==> src/rtl/sprite_blit_master_pkg.sv <==
// Shared types and constants for the sprite blit master: FSM states, word geometry
// and the transparent-byte mask helper.
package blit_pkg;

    localparam int unsigned WORD_BYTES = 4;
    localparam logic [WORD_BYTES-1:0] BE_ALL = '1;

    typedef enum logic [2:0] {
        S_IDLE,
        S_RD_REQ,
        S_RD_WAIT,
        S_WR_REQ,
        S_DONE
    } state_e;

    // Byte-enable mask that keeps every byte differing from the transparent key.
    function automatic logic [WORD_BYTES-1:0] keep_mask(input logic [8*WORD_BYTES-1:0] data,
                                                        input logic [7:0]              key);
        logic [WORD_BYTES-1:0] m;
        for (int i = 0; i < int'(WORD_BYTES); i++) begin
            m[i] = (data[8*i +: 8] != key);
        end
        return m;
    endfunction

endpackage

==> src/rtl/sprite_blit_master_if.sv <==
// Avalon-MM master bus bundle between the blit master and the system interconnect.
interface sprite_blit_master_if #(
    parameter int unsigned ADDR_W = 32
) ();
    logic [ADDR_W-1:0] M_ADDR;
    logic              M_READ;
    logic              M_WRITE;
    logic [3:0]        M_BYTE_EN;
    logic [31:0]       M_WRITEDATA;
    logic [31:0]       M_READDATA;
    logic              M_WAITREQUEST;
    logic              M_READDATAVALID;

    modport master (
        output M_ADDR, M_READ, M_WRITE, M_BYTE_EN, M_WRITEDATA,
        input  M_READDATA, M_WAITREQUEST, M_READDATAVALID
    );

    modport slave (
        input  M_ADDR, M_READ, M_WRITE, M_BYTE_EN, M_WRITEDATA,
        output M_READDATA, M_WAITREQUEST, M_READDATAVALID
    );
endinterface

==> src/rtl/blit_addr_gen.sv <==
// Walks the copy rectangle: x/y counters, per-row source/destination bases and the
// addresses the next bus request will use (derived from next-cycle counter values).
module blit_addr_gen
    import blit_pkg::*;
#(
    parameter int unsigned ADDR_W = 32,
    parameter int unsigned DIM_W  = 10
) (
    input  logic              clk,
    input  logic              rst,
    input  logic              load,
    input  logic              advance,
    input  logic [ADDR_W-1:0] src_base,
    input  logic [ADDR_W-1:0] dst_base,
    input  logic [ADDR_W-1:0] src_stride,
    input  logic [ADDR_W-1:0] dst_stride,
    input  logic [DIM_W-1:0]  width,
    input  logic [DIM_W-1:0]  height,
    output logic [ADDR_W-1:0] rd_addr_c,
    output logic [ADDR_W-1:0] wr_addr_c,
    output logic              last_word_c,
    output logic              last_row_c
);

    localparam logic [ADDR_W-1:0] ALIGN_MASK = ~ADDR_W'(WORD_BYTES - 1);

    logic [DIM_W-1:0]  x_q, x_d, y_q, y_d, width_q, width_d, height_q, height_d;
    logic [ADDR_W-1:0] src_row_q, src_row_d, dst_row_q, dst_row_d;
    logic [ADDR_W-1:0] src_stride_q, src_stride_d, dst_stride_q, dst_stride_d;

    assign last_word_c = (x_q == DIM_W'(width_q - DIM_W'(1)));
    assign last_row_c  = (y_q == DIM_W'(height_q - DIM_W'(1)));

    always_comb begin
        x_d          = x_q;
        y_d          = y_q;
        width_d      = width_q;
        height_d     = height_q;
        src_row_d    = src_row_q;
        dst_row_d    = dst_row_q;
        src_stride_d = src_stride_q;
        dst_stride_d = dst_stride_q;
        if (load) begin
            x_d          = '0;
            y_d          = '0;
            width_d      = width;
            height_d     = height;
            src_row_d    = src_base & ALIGN_MASK;
            dst_row_d    = dst_base & ALIGN_MASK;
            src_stride_d = src_stride & ALIGN_MASK;
            dst_stride_d = dst_stride & ALIGN_MASK;
        end else if (advance) begin
            if (last_word_c) begin
                x_d       = '0;
                y_d       = y_q + DIM_W'(1);
                src_row_d = src_row_q + src_stride_q;
                dst_row_d = dst_row_q + dst_stride_q;
            end else begin
                x_d = x_q + DIM_W'(1);
            end
        end
    end

    // Addresses follow the next-cycle position so the registered bus outputs line up.
    assign rd_addr_c = src_row_d + ADDR_W'(x_d) * ADDR_W'(WORD_BYTES);
    assign wr_addr_c = dst_row_d + ADDR_W'(x_d) * ADDR_W'(WORD_BYTES);

    always_ff @(posedge clk) begin
        if (rst) begin
            x_q          <= '0;
            y_q          <= '0;
            width_q      <= '0;
            height_q     <= '0;
            src_row_q    <= '0;
            dst_row_q    <= '0;
            src_stride_q <= '0;
            dst_stride_q <= '0;
        end else begin
            x_q          <= x_d;
            y_q          <= y_d;
            width_q      <= width_d;
            height_q     <= height_d;
            src_row_q    <= src_row_d;
            dst_row_q    <= dst_row_d;
            src_stride_q <= src_stride_d;
            dst_stride_q <= dst_stride_d;
        end
    end

endmodule

==> src/rtl/sprite_blit_master.sv <==
// Avalon-MM blit master copying a strided rectangle of 32-bit words, one read then one write.
// Optional build macro BLIT_TRANSPARENT_EN masks bytes equal to KEY and skips all-key words.
module sprite_blit_master
    import blit_pkg::*;
#(
    parameter int unsigned ADDR_W = 32,
    parameter int unsigned DIM_W  = 10
) (
    input  logic              CLK,
    input  logic              RESET,
    input  logic              START,
    input  logic [ADDR_W-1:0] SRC_BASE,
    input  logic [ADDR_W-1:0] DST_BASE,
    input  logic [ADDR_W-1:0] SRC_STRIDE,
    input  logic [ADDR_W-1:0] DST_STRIDE,
    input  logic [DIM_W-1:0]  WIDTH_WORDS,
    input  logic [DIM_W-1:0]  HEIGHT_ROWS,
    input  logic [7:0]        KEY,
    output logic              BUSY,
    output logic              DONE,
    sprite_blit_master_if.master m_bus
);

    state_e state_q, state_d;

    logic              load_c, advance_c;
    logic [ADDR_W-1:0] rd_addr_c, wr_addr_c;
    logic              last_word_c, last_row_c;

    logic              busy_q, busy_d, done_q, done_d;
    logic              m_read_q, m_read_d, m_write_q, m_write_d;
    logic [ADDR_W-1:0] m_addr_q, m_addr_d;
    logic [3:0]        m_byte_en_q, m_byte_en_d;
    logic [31:0]       m_writedata_q, m_writedata_d;
    logic [31:0]       data_q, data_d;

`ifdef BLIT_TRANSPARENT_EN
    logic [7:0]        key_q, key_d;
`else
    logic              unused_key_c;
    assign unused_key_c = ^KEY;
`endif

    blit_addr_gen #(
        .ADDR_W(ADDR_W),
        .DIM_W (DIM_W)
    ) u_addr_gen (
        .clk        (CLK),
        .rst        (RESET),
        .load       (load_c),
        .advance    (advance_c),
        .src_base   (SRC_BASE),
        .dst_base   (DST_BASE),
        .src_stride (SRC_STRIDE),
        .dst_stride (DST_STRIDE),
        .width      (WIDTH_WORDS),
        .height     (HEIGHT_ROWS),
        .rd_addr_c  (rd_addr_c),
        .wr_addr_c  (wr_addr_c),
        .last_word_c(last_word_c),
        .last_row_c (last_row_c)
    );

    always_ff @(posedge CLK) begin
        if (RESET) state_q <= S_IDLE;
        else       state_q <= state_d;
    end

    // Next state plus the load/advance strobes for the address walker.
    always_comb begin
        state_d   = state_q;
        load_c    = 1'b0;
        advance_c = 1'b0;
        case (state_q)
            S_IDLE: begin
                if (START) begin
                    load_c  = 1'b1;
                    state_d = (WIDTH_WORDS == '0 || HEIGHT_ROWS == '0) ? S_DONE : S_RD_REQ;
                end
            end
            S_RD_REQ: begin
                if (!m_bus.M_WAITREQUEST) state_d = S_RD_WAIT;
            end
            S_RD_WAIT: begin
                if (m_bus.M_READDATAVALID) begin
                    state_d = S_WR_REQ;
`ifdef BLIT_TRANSPARENT_EN
                    if (keep_mask(m_bus.M_READDATA, key_q) == '0) begin
                        advance_c = 1'b1;
                        state_d   = (last_word_c && last_row_c) ? S_DONE : S_RD_REQ;
                    end
`endif
                end
            end
            S_WR_REQ: begin
                if (!m_bus.M_WAITREQUEST) begin
                    advance_c = 1'b1;
                    state_d   = (last_word_c && last_row_c) ? S_DONE : S_RD_REQ;
                end
            end
            S_DONE:  state_d = S_IDLE;
            default: state_d = S_IDLE;
        endcase
    end

    // Registered outputs are decoded from the state being entered.
    always_comb begin
        data_d        = data_q;
        busy_d        = 1'b0;
        done_d        = 1'b0;
        m_read_d      = 1'b0;
        m_write_d     = 1'b0;
        m_addr_d      = '0;
        m_byte_en_d   = '0;
        m_writedata_d = '0;
`ifdef BLIT_TRANSPARENT_EN
        key_d         = key_q;
        if (load_c) key_d = KEY;
`endif
        if (state_q == S_RD_WAIT && m_bus.M_READDATAVALID) data_d = m_bus.M_READDATA;
        case (state_d)
            S_RD_REQ: begin
                busy_d      = 1'b1;
                m_read_d    = 1'b1;
                m_addr_d    = rd_addr_c;
                m_byte_en_d = BE_ALL;
            end
            S_RD_WAIT: busy_d = 1'b1;
            S_WR_REQ: begin
                busy_d        = 1'b1;
                m_write_d     = 1'b1;
                m_addr_d      = wr_addr_c;
                m_writedata_d = data_d;
`ifdef BLIT_TRANSPARENT_EN
                m_byte_en_d   = keep_mask(data_d, key_q);
`else
                m_byte_en_d   = BE_ALL;
`endif
            end
            S_DONE:  done_d = 1'b1;
            default: ;
        endcase
    end

    always_ff @(posedge CLK) begin
        if (RESET) begin
            busy_q        <= 1'b0;
            done_q        <= 1'b0;
            m_read_q      <= 1'b0;
            m_write_q     <= 1'b0;
            m_addr_q      <= '0;
            m_byte_en_q   <= '0;
            m_writedata_q <= '0;
            data_q        <= '0;
`ifdef BLIT_TRANSPARENT_EN
            key_q         <= '0;
`endif
        end else begin
            busy_q        <= busy_d;
            done_q        <= done_d;
            m_read_q      <= m_read_d;
            m_write_q     <= m_write_d;
            m_addr_q      <= m_addr_d;
            m_byte_en_q   <= m_byte_en_d;
            m_writedata_q <= m_writedata_d;
            data_q        <= data_d;
`ifdef BLIT_TRANSPARENT_EN
            key_q         <= key_d;
`endif
        end
    end

    assign BUSY              = busy_q;
    assign DONE              = done_q;
    assign m_bus.M_READ      = m_read_q;
    assign m_bus.M_WRITE     = m_write_q;
    assign m_bus.M_ADDR      = m_addr_q;
    assign m_bus.M_BYTE_EN   = m_byte_en_q;
    assign m_bus.M_WRITEDATA = m_writedata_q;

endmodule

==> src/flat_wrapper.sv <==
// flat-port wrapper written by rule: the top's interface ports become plain ports
module sprite_blit_master_flat import blit_pkg::*;
#(
    parameter int unsigned ADDR_W = 32,
    parameter int unsigned DIM_W  = 10
)
  (CLK, RESET, START, SRC_BASE, DST_BASE, SRC_STRIDE, DST_STRIDE, WIDTH_WORDS, HEIGHT_ROWS, KEY, BUSY, DONE, m_bus_M_ADDR, m_bus_M_READ, m_bus_M_WRITE, m_bus_M_BYTE_EN, m_bus_M_WRITEDATA, m_bus_M_READDATA, m_bus_M_WAITREQUEST, m_bus_M_READDATAVALID);
  sprite_blit_master_if #(.ADDR_W(ADDR_W)) m_bus_i ();
  input  logic CLK;
  input  logic RESET;
  input  logic START;
  input  logic [ADDR_W-1:0] SRC_BASE;
  input  logic [ADDR_W-1:0] DST_BASE;
  input  logic [ADDR_W-1:0] SRC_STRIDE;
  input  logic [ADDR_W-1:0] DST_STRIDE;
  input  logic [DIM_W-1:0] WIDTH_WORDS;
  input  logic [DIM_W-1:0] HEIGHT_ROWS;
  input  logic [7:0] KEY;
  output logic BUSY;
  output logic DONE;
  output wire logic [$bits(m_bus_i.M_ADDR)-1:0] m_bus_M_ADDR;
  output wire logic [$bits(m_bus_i.M_READ)-1:0] m_bus_M_READ;
  output wire logic [$bits(m_bus_i.M_WRITE)-1:0] m_bus_M_WRITE;
  output wire logic [$bits(m_bus_i.M_BYTE_EN)-1:0] m_bus_M_BYTE_EN;
  output wire logic [$bits(m_bus_i.M_WRITEDATA)-1:0] m_bus_M_WRITEDATA;
  input wire logic [$bits(m_bus_i.M_READDATA)-1:0] m_bus_M_READDATA;
  input wire logic [$bits(m_bus_i.M_WAITREQUEST)-1:0] m_bus_M_WAITREQUEST;
  input wire logic [$bits(m_bus_i.M_READDATAVALID)-1:0] m_bus_M_READDATAVALID;
  assign m_bus_M_ADDR = m_bus_i.M_ADDR;
  assign m_bus_M_READ = m_bus_i.M_READ;
  assign m_bus_M_WRITE = m_bus_i.M_WRITE;
  assign m_bus_M_BYTE_EN = m_bus_i.M_BYTE_EN;
  assign m_bus_M_WRITEDATA = m_bus_i.M_WRITEDATA;
  assign m_bus_i.M_READDATA = m_bus_M_READDATA;
  assign m_bus_i.M_WAITREQUEST = m_bus_M_WAITREQUEST;
  assign m_bus_i.M_READDATAVALID = m_bus_M_READDATAVALID;
  sprite_blit_master #(.ADDR_W(ADDR_W), .DIM_W(DIM_W)) u_core (.CLK(CLK), .RESET(RESET), .START(START), .SRC_BASE(SRC_BASE), .DST_BASE(DST_BASE), .SRC_STRIDE(SRC_STRIDE), .DST_STRIDE(DST_STRIDE), .WIDTH_WORDS(WIDTH_WORDS), .HEIGHT_ROWS(HEIGHT_ROWS), .KEY(KEY), .BUSY(BUSY), .DONE(DONE), .m_bus(m_bus_i));
endmodule
==> config.mk <==
export PLATFORM = sky130hd
export DESIGN_NAME = sprite_blit_master_flat
export DESIGN_NICKNAME = d
export VERILOG_FILES = /design/src/rtl/sprite_blit_master_pkg.sv /design/src/rtl/sprite_blit_master_if.sv /design/src/rtl/blit_addr_gen.sv /design/src/rtl/sprite_blit_master.sv /design/src/flat_wrapper.sv
export SDC_FILE = /design/constraint.sdc
export NUM_CORES = 1
export LEC_CHECK = 0
export CAP_MARGIN = 20
export CORE_ASPECT_RATIO = 0.75
export CORE_MARGIN = 3
export CORE_UTILIZATION = 55
export CTS_BUF_LIST = sky130_fd_sc_hd__clkbuf_2 sky130_fd_sc_hd__clkbuf_4 sky130_fd_sc_hd__clkbuf_8
export CTS_CLUSTER_SIZE = 16
export DETAILED_ROUTE_END_ITERATION = 8
export PLACE_DENSITY = 0.83
export REMOVE_ABC_BUFFERS = 1
export SYNTH_ARGS = -nofsm -noshare
export SYNTH_HDL_FRONTEND = slang
export SYNTH_SLANG_ARGS = --single-unit
==> constraint.sdc <==
create_clock -name CLK -period 8 [get_ports CLK]
set_input_delay 2 -clock CLK [delete_from_list [all_inputs] [get_ports CLK]]
set_output_delay 2 -clock CLK [all_outputs]
set_load 0.02 [all_outputs]
==> results.md, run 1 <==
* R2R setup slack at 1340 ps
* Number of antenna violations at the first check in global routing at 0
* First drt pass iteration count at 6
* Synth Area per Inst at 7.75 µm²
* Max cap viols at 0
* DR vias at 15000
* Iteration-0 DRC Markers at 1208
* Top-count cell post-synth: nand2_1
* #FFs+latches synth at 268
* Data arrival time of the worst path at 7610 ps
* Port Buf Inserts at 248
* Fin crit period at 7160 ps
* Total power draw at 0.00371 W
* GP Congestion at 0.942
* Post-synthesis sequential area ratio at 36.1%
* Global route overflow at 0
* CP endpoint kind: flip-flop
* Max H-tree Level at 2
* Core ar. at 26200 µm²
* Layout Cells excl Fill at 2490
* Busiest grt layer: met1
* Synth unique cells at 82
* VDD IR max at 0.120 mV
* Tcrit/Tclk final at 89.5%
* Met1 Use GR at 46.6%
* TritonCTS buffer count at 44
* P&R area growth vs syn at 24.7%
* GRT Util Overall at 31.3%
* Hold WC Path Type: flip-flop to flip-flop
* Syn Std Cell Area at 14800 µm²
* Synth area leader: dfxtp_1
* Post-CTS Hold Buffers at 0
* Post-synth EDFFs at 0
* Max Fclk at 140 MHz
* WL/cell at 19.1 µm
* Critical path class: input port to flip-flop
* Fraction of registers with async set/reset at 0%
* DR vias/cell at 6.01
* Largest net degree at the start of global routing at 73
* Core Rows at 51
* Vias in the first global route at 14100
* Synth top cells by count: nand2_1, dfxtp_1, a21oi_1
* Die height at 148 µm
* Synth top area share at 36.1%
* Width of the die at 196 µm
* Worst reg2reg path endpoint: u_core.m_bus.M_ADDR[31]$_SDFF_PP0_
* Sink Count at 268
* Max Buffers Root-to-Sink at 3
* Final setup viols at 0
* Final Hold Fails at 0
* DP HPWL at 34500 µm
* Startpoint types: input port
* Top cells by area, synth: dfxtp_1, nand2_1, a21oi_1, ha_1, nor2_1
* Resized cells post-CTS at 0
* Clk slew on worst S/H paths at 60 ps
* Worst clock skew at 33.5 ps
* CTS tree: yes
* Max-slew violations at 0
* First-pass GRT wire length at 73900 µm
* Ys Warns at 0
* Pwr per Cell Area at 200 nW/µm²
* Hold worst-path end: u_core.data_q[31]$_SDFF_PP0_
* Share of cells above drive strength 1 at 6.29%
* Outcome: completed
* Placed insts at 2412
* Initial Utilization at 56.6%
* Post-route ant nets at 0
* Antenna diodes at 0
* Final net count at 2382
* Die area at 29000 µm²
* Residual DRC at 0
* Worst-Skew Late Latency at 590 ps
* Setup Buffers After CTS at 0
* Static leakage at 7.25 nW
* Min-Delay Path Depth at 2
* RSZ-0062 raised after global routing: false
* Reg2reg start: u_core.u_addr_gen.width_q[0]$_SDFFE_PP0P_
* Register-to-Register Path Depth at 24
* Worst-margin pin slew at 803 ps
* M3 GR Usage at 6.00%
* Cells after synthesis at 1915
* Root Buffer: clkbuf_8
* Met2 Use GR at 46.5%
* CP required at 8450 ps
* Crit Path Max Fanout at 16
* Hold path start: u_core.data_q[31]$_SDFF_PP0_
* Post-Route WL at 47600 µm
* Slew headroom at 45.9%
* Synth Flop Type: dfxtp_1
* Ports at 265
## flip-flops by register name (all words and copies together) (netlist names)
name,count
u_core.data_q,32
u_core.m_bus.M_ADDR,32
u_core.m_bus.M_WRITEDATA,32
u_core.u_addr_gen.dst_row_q,32
u_core.u_addr_gen.src_row_q,32
u_core.u_addr_gen.dst_stride_q,30
u_core.u_addr_gen.src_stride_q,30
u_core.u_addr_gen.height_q,10
u_core.u_addr_gen.width_q,10
u_core.u_addr_gen.x_q,10
u_core.u_addr_gen.y_q,10
u_core.state_q,3
u_core.BUSY,1
u_core.DONE,1
u_core.m_bus.M_BYTE_EN,1
u_core.m_bus.M_READ,1
u_core.m_bus.M_WRITE,1
## routing by layer
metal	up-vias	part of all wire, %
met1	6995	46
met4	0	2.2
met5	-	0
met3	91	10
met2	725	42
li1	7164	-
## power by group
part           internal (W)  total [W]  leakage (nW)  switching (W)
Sequential          0.00142    0.00148          2.19      0.0000618
Clock              0.000781    0.00136         0.527       0.000584
Combinational      0.000359   0.000862          4.54       0.000503
Total               0.00256    0.00371          7.25        0.00115
## worst max-delay path, cell delays in order
cell	delay, ps
clkdlybuf4s50_1	480
nor2_1	240
nand3_1	190
a2111o_1	700
o21ai_1	400
buf_4	340
nor2_1	90
ha_1	320
nor2b_1	180
o21a_1	150
nor4_1	60
nor3_1	360
a2111oi_0	190
buf_4	200
or4_4	570
or3_1	590
o311ai_1	390
o41ai_1	140
## cell type report
class	count	area, µm²
clock buffer	61	802
inverter	17	63.8
multi-input combinational	1508	8940
fill	2142	7710
sequential	268	5370
timing repair buffer	275	2720
tap	344	430
clock inverter	17	191
## worst max path at each step
stage | startpoint | cells past startpoint | slack (ps) | to
after floorplan | START | 15 | -8270 | u_core.m_bus.M_ADDR[25]$_SDFF_PP0_
after global placement | m_bus_M_WAITREQUEST | 21 | 540 | u_core.m_bus.M_ADDR[25]$_SDFF_PP0_
after detailed placement | m_bus_M_WAITREQUEST | 18 | 440 | u_core.m_bus.M_ADDR[31]$_SDFF_PP0_
after CTS | m_bus_M_WAITREQUEST | 18 | 1040 | u_core.m_bus.M_ADDR[25]$_SDFF_PP0_
after global routing | m_bus_M_WAITREQUEST | 18 | 610 | u_core.m_bus.M_ADDR[29]$_SDFF_PP0_
final | m_bus_M_WAITREQUEST | 18 | 840 | u_core.m_bus.M_ADDR[31]$_SDFF_PP0_
## cells by family after synthesis
kind of cell	Yosys count	synth area share, %
AO/OA/AOI/OAI	524	22.0
buffers and inverters	139	3.74
XOR/XNOR	94	5.55
adder cells (fa/ha/maj)	75	6.47
multiplexers	23	1.58
AND/OR/NAND/NOR	792	24.5
flip-flops	268	36.1
## per-stage QoR
stage          util [%]  hold slack (ps)  instance area [µm²]  setup WS, ps  TNS (ps)
2_1_floorplan         -              427                14400         -8270   -771060
3_3_place_gp       66.7              440                17500           544         0
3_5_place_dp       66.8              447                17500           443         0
4_1_cts            70.6              455                18500          1040         0
5_1_grt            70.6              477                18500           611         0
6_report           70.6              455                18500           842         0
## layout by cell type, fill, tap and decap left out, types with 8 or more instances in the layout
| master | n |
|---|---|
| and3_1 | 22 |
| buf_4 | 26 |
| clkinv_2 | 11 |
| clkbuf_8 | 55 |
| and2_1 | 50 |
| a211oi_1 | 19 |
| o211ai_1 | 26 |
| xor2_1 | 42 |
| a31oi_1 | 15 |
| or3_1 | 13 |
| nand4_1 | 14 |
| a311oi_1 | 8 |
| a2111oi_0 | 12 |
| nand2_1 | 371 |
| inv_1 | 17 |
| mux2i_1 | 19 |
| a21o_1 | 25 |
| dfxtp_1 | 268 |
| ha_1 | 72 |
| nor2b_1 | 12 |
| o21ai_0 | 92 |
| a21oi_1 | 221 |
| nand3_1 | 37 |
| nor3_1 | 57 |
| nor4_1 | 17 |
| o31ai_1 | 8 |
| xnor2_1 | 52 |
| nor2_1 | 146 |
| o21a_1 | 15 |
| o211a_1 | 13 |
| clkdlybuf4s50_1 | 247 |
No activity file was read; power rests on OpenSTA's default activity.
==> run 2, diff against run 1 <==
PLACE_DENSITY = unset   (was 0.83)
PLACE_DENSITY_LB_ADDON = 0.25   (was unset)
==> run 2 against run 1 <==
Compared with the run above:
- sequential cell count is the same
- critical endpoint is now u_core.m_bus.M_ADDR[30]$_SDFF_PP0_
- first-iteration DRC count increased by 7.5%
- highest routed layer unchanged
- count of clock-buffer cells in the layout is 4 higher
- cell count decreased by 0.28%
- largest power group unchanged
- combinational power is 2% lower
==> results.md, run 2 (same netlist as run 1, synthesis figures left out) <==
* TNS Setup at 0 ps (unchanged)
* Antenna diodes at 0 (unchanged)
* Final net count at 2379 (-0.13%)
* GP Congestion at 0.929 (-1.4%)
* DP HPWL at 34300 µm (-0.45%)
* Initial Utilization at 56.6% (unchanged)
* Outcome: completed
* CP required at 8460 ps (about the same)
* GRT Util Overall at 30.9% (-0.39 points)
* Largest net degree at the start of global routing at 99 (+36%)
* Max-slew violations at 0 (unchanged)
* RSZ-0062 raised after global routing: false
* Ports at 265 (unchanged)
* Resized cells post-CTS at 0 (unchanged)
* Residual DRC at 0 (unchanged)
* Max cap viols at 0 (unchanged)
* Worst-Skew Late Latency at 580 ps (about the same)
* First-pass GRT wire length at 72900 µm (-1.4%)
* Port Buf Inserts at 248 (unchanged)
* Hold WC Path Type: flip-flop to flip-flop
* Static leakage at 7.18 nW (-1.1%)
* Iteration-0 DRC Markers at 1299 (+7.5%)
* Worst clock skew at 20.6 ps (-12.8 ps)
* Worst-path cell chain: clkdlybuf4s50_1 -> nor2_1 -> nand3_1 -> a2111o_1 -> nor2_4 -> buf_4 -> nand3_1 -> nand3_1 -> o21ai_0 -> ha_1 -> fa_1 -> a21o_1 -> a21oi_1 -> o21bai_1 -> a21oi_1 -> o21ai_0 -> a311o_1 -> inv_1 -> or4_1 -> or3_1 -> nor2_1 -> mux2_1
* Die height at 148 µm (unchanged)
* CP endpoint kind: flip-flop
* Clk slew on worst S/H paths at 60 ps (about the same)
* Cell repeated most along the worst path: nand3_1
* Max Fclk at 144 MHz (+2.9%)
* Max H-tree Level at 2 (unchanged)
* Commonest non-fill, non-tap cell in the layout: nand2_1
* Data arrival time of the worst path at 7420 ps (-190 ps)
* Sink Count at 268 (unchanged)
* Number of antenna violations at the first check in global routing at 0 (unchanged)
* Pwr per Cell Area at 195 nW/µm² (-2.7%)
* Setup Buffers After CTS at 0 (unchanged)
* Post-CTS Hold Buffers at 0 (unchanged)
* Total power draw at 0.00357 W (-3.6%)
* Final setup viols at 0 (unchanged)
* CP Buf/Inv Count at 3 (unchanged)
* Slew headroom at 26.8% (-19 points)
* Max Buffers Root-to-Sink at 3 (unchanged)
* Fin crit period at 6960 ps (-200 ps)
* Crit Path Max Fanout at 15 (-1)
* Vias in the first global route at 13500 (-4.6%)
* P&R area growth vs syn at 23.6%
* Most frequent cells in the layout: nand2_1, dfxtp_1, clkdlybuf4s50_1, a21oi_1, nor2_1
* Worst-margin pin slew at 1100 ps (+294 ps)
* Root Buffer: clkbuf_8
* Core ar. at 26200 µm² (unchanged)
* CTS tree: yes
* Share of cells above drive strength 1 at 5.98% (-0.31 points)
* Width of the die at 196 µm (unchanged)
* Startpoint types: input port
* DR vias/cell at 5.96 (-0.84%)
* Post-Route WL at 46700 µm (-1.8%)
* Core Rows at 51 (unchanged)
* Final Hold Fails at 0 (unchanged)
* Crit path largest cell delay at 680 ps (-20 ps)
* Post-route ant nets at 0 (unchanged)
* Die area at 29000 µm² (unchanged)
* Tcrit/Tclk final at 87.0% (-2.5 points)
* Critical path class: input port to flip-flop
* WL/cell at 18.8 µm (-1.5%)
* Delay-heaviest family, CP: compound AO/OA/AOI/OAI gates
* DR vias at 14800 (-1.1%)
* VDD IR max at 0.139 mV (+16%)
* Global route overflow at 0 (unchanged)
* TritonCTS buffer count at 43 (-2.3%)
* CP max stage cell: a2111o_1
* First drt pass iteration count at 6 (unchanged)
## run 2: cell types whose count changed in the layout (fill, tap and decap cells not counted)
cell       previous run  this run
clkbuf_4              6        14
clkinv_2             11         5
clkbuf_8             55        51
bufinv_16             4         1
buf_12                1         0
buf_16                1         0
buf_2                 0         1
buf_4                26        25
## run 2: final cells by class
class                   instances  area [µm²]
repair buffers                273        2670
flip-flops and latches        268        5370
fillers                      2148        7880
clock buffers                  65         807
inverters                      17        63.8
multi-input cells            1508        8940
well taps                     344         430
clock inverters                 8        71.3
## run 2: where the power goes
group,internal [W],switching (W)
logic,0.000354,0.000494
registers,0.00142,0.0000733
clock network,0.000675,0.000559
total,0.00245,0.00113
## run 2: stage by stage
stage	hold WS (ps)	worst slack, ps	instance area, µm²	instances	utilization (%)
after floorplan	427	-8270	14400	1793	-
after global placement	439	620	17500	2409	66.6
after detailed placement	446	561	17500	2409	66.6
after CTS	455	1160	18300	2482	69.9
after global routing	472	803	18300	2483	70.0
final	452	1040	18300	2483	70.0
## run 2: final timing paths
path | to | slack (ps) | cells after the start | start
min reg2reg | u_core.data_q[12]$_SDFF_PP0_ | 450 | 2 | u_core.data_q[12]$_SDFF_PP0_
min | u_core.data_q[12]$_SDFF_PP0_ | 450 | 2 | u_core.data_q[12]$_SDFF_PP0_
max | u_core.m_bus.M_ADDR[30]$_SDFF_PP0_ | 1040 | 22 | m_bus_M_WAITREQUEST
max reg2reg | u_core.m_bus.M_ADDR[25]$_SDFF_PP0_ | 1400 | 24 | u_core.u_addr_gen.width_q[0]$_SDFFE_PP0P_
## run 2: routing by layer
metal / global-route usage, % / vias up / share of wire, %
met2: 45.1 / 639 / 41
met5: 0 / - / 0
met3: 5.73 / 88 / 8.8
li1: - / 7166 / -
met4: 7.52 / 0 / 1.9
met1: 47.2 / 6914 / 48
## run 2: worst register-to-register path: stages (launching register included)
cell and delay (ps):
dfxtp_1 470, inv_1 90, ha_1 270, or4b_1 200
o21ai_0 70, nor3_1 780, or2_1 590, nand2_4 290
nor2_1 180, a21oi_1 50, o21ai_0 310, nor2_1 80
nor2_1 130, ha_1 210, a21oi_1 90, nor2b_1 160
o21a_1 150, nor4_1 50, nor3_1 370, a2111oi_0 200
buf_4 190, or4_4 550, or3_1 520, or3_1 400
a21oi_1 140
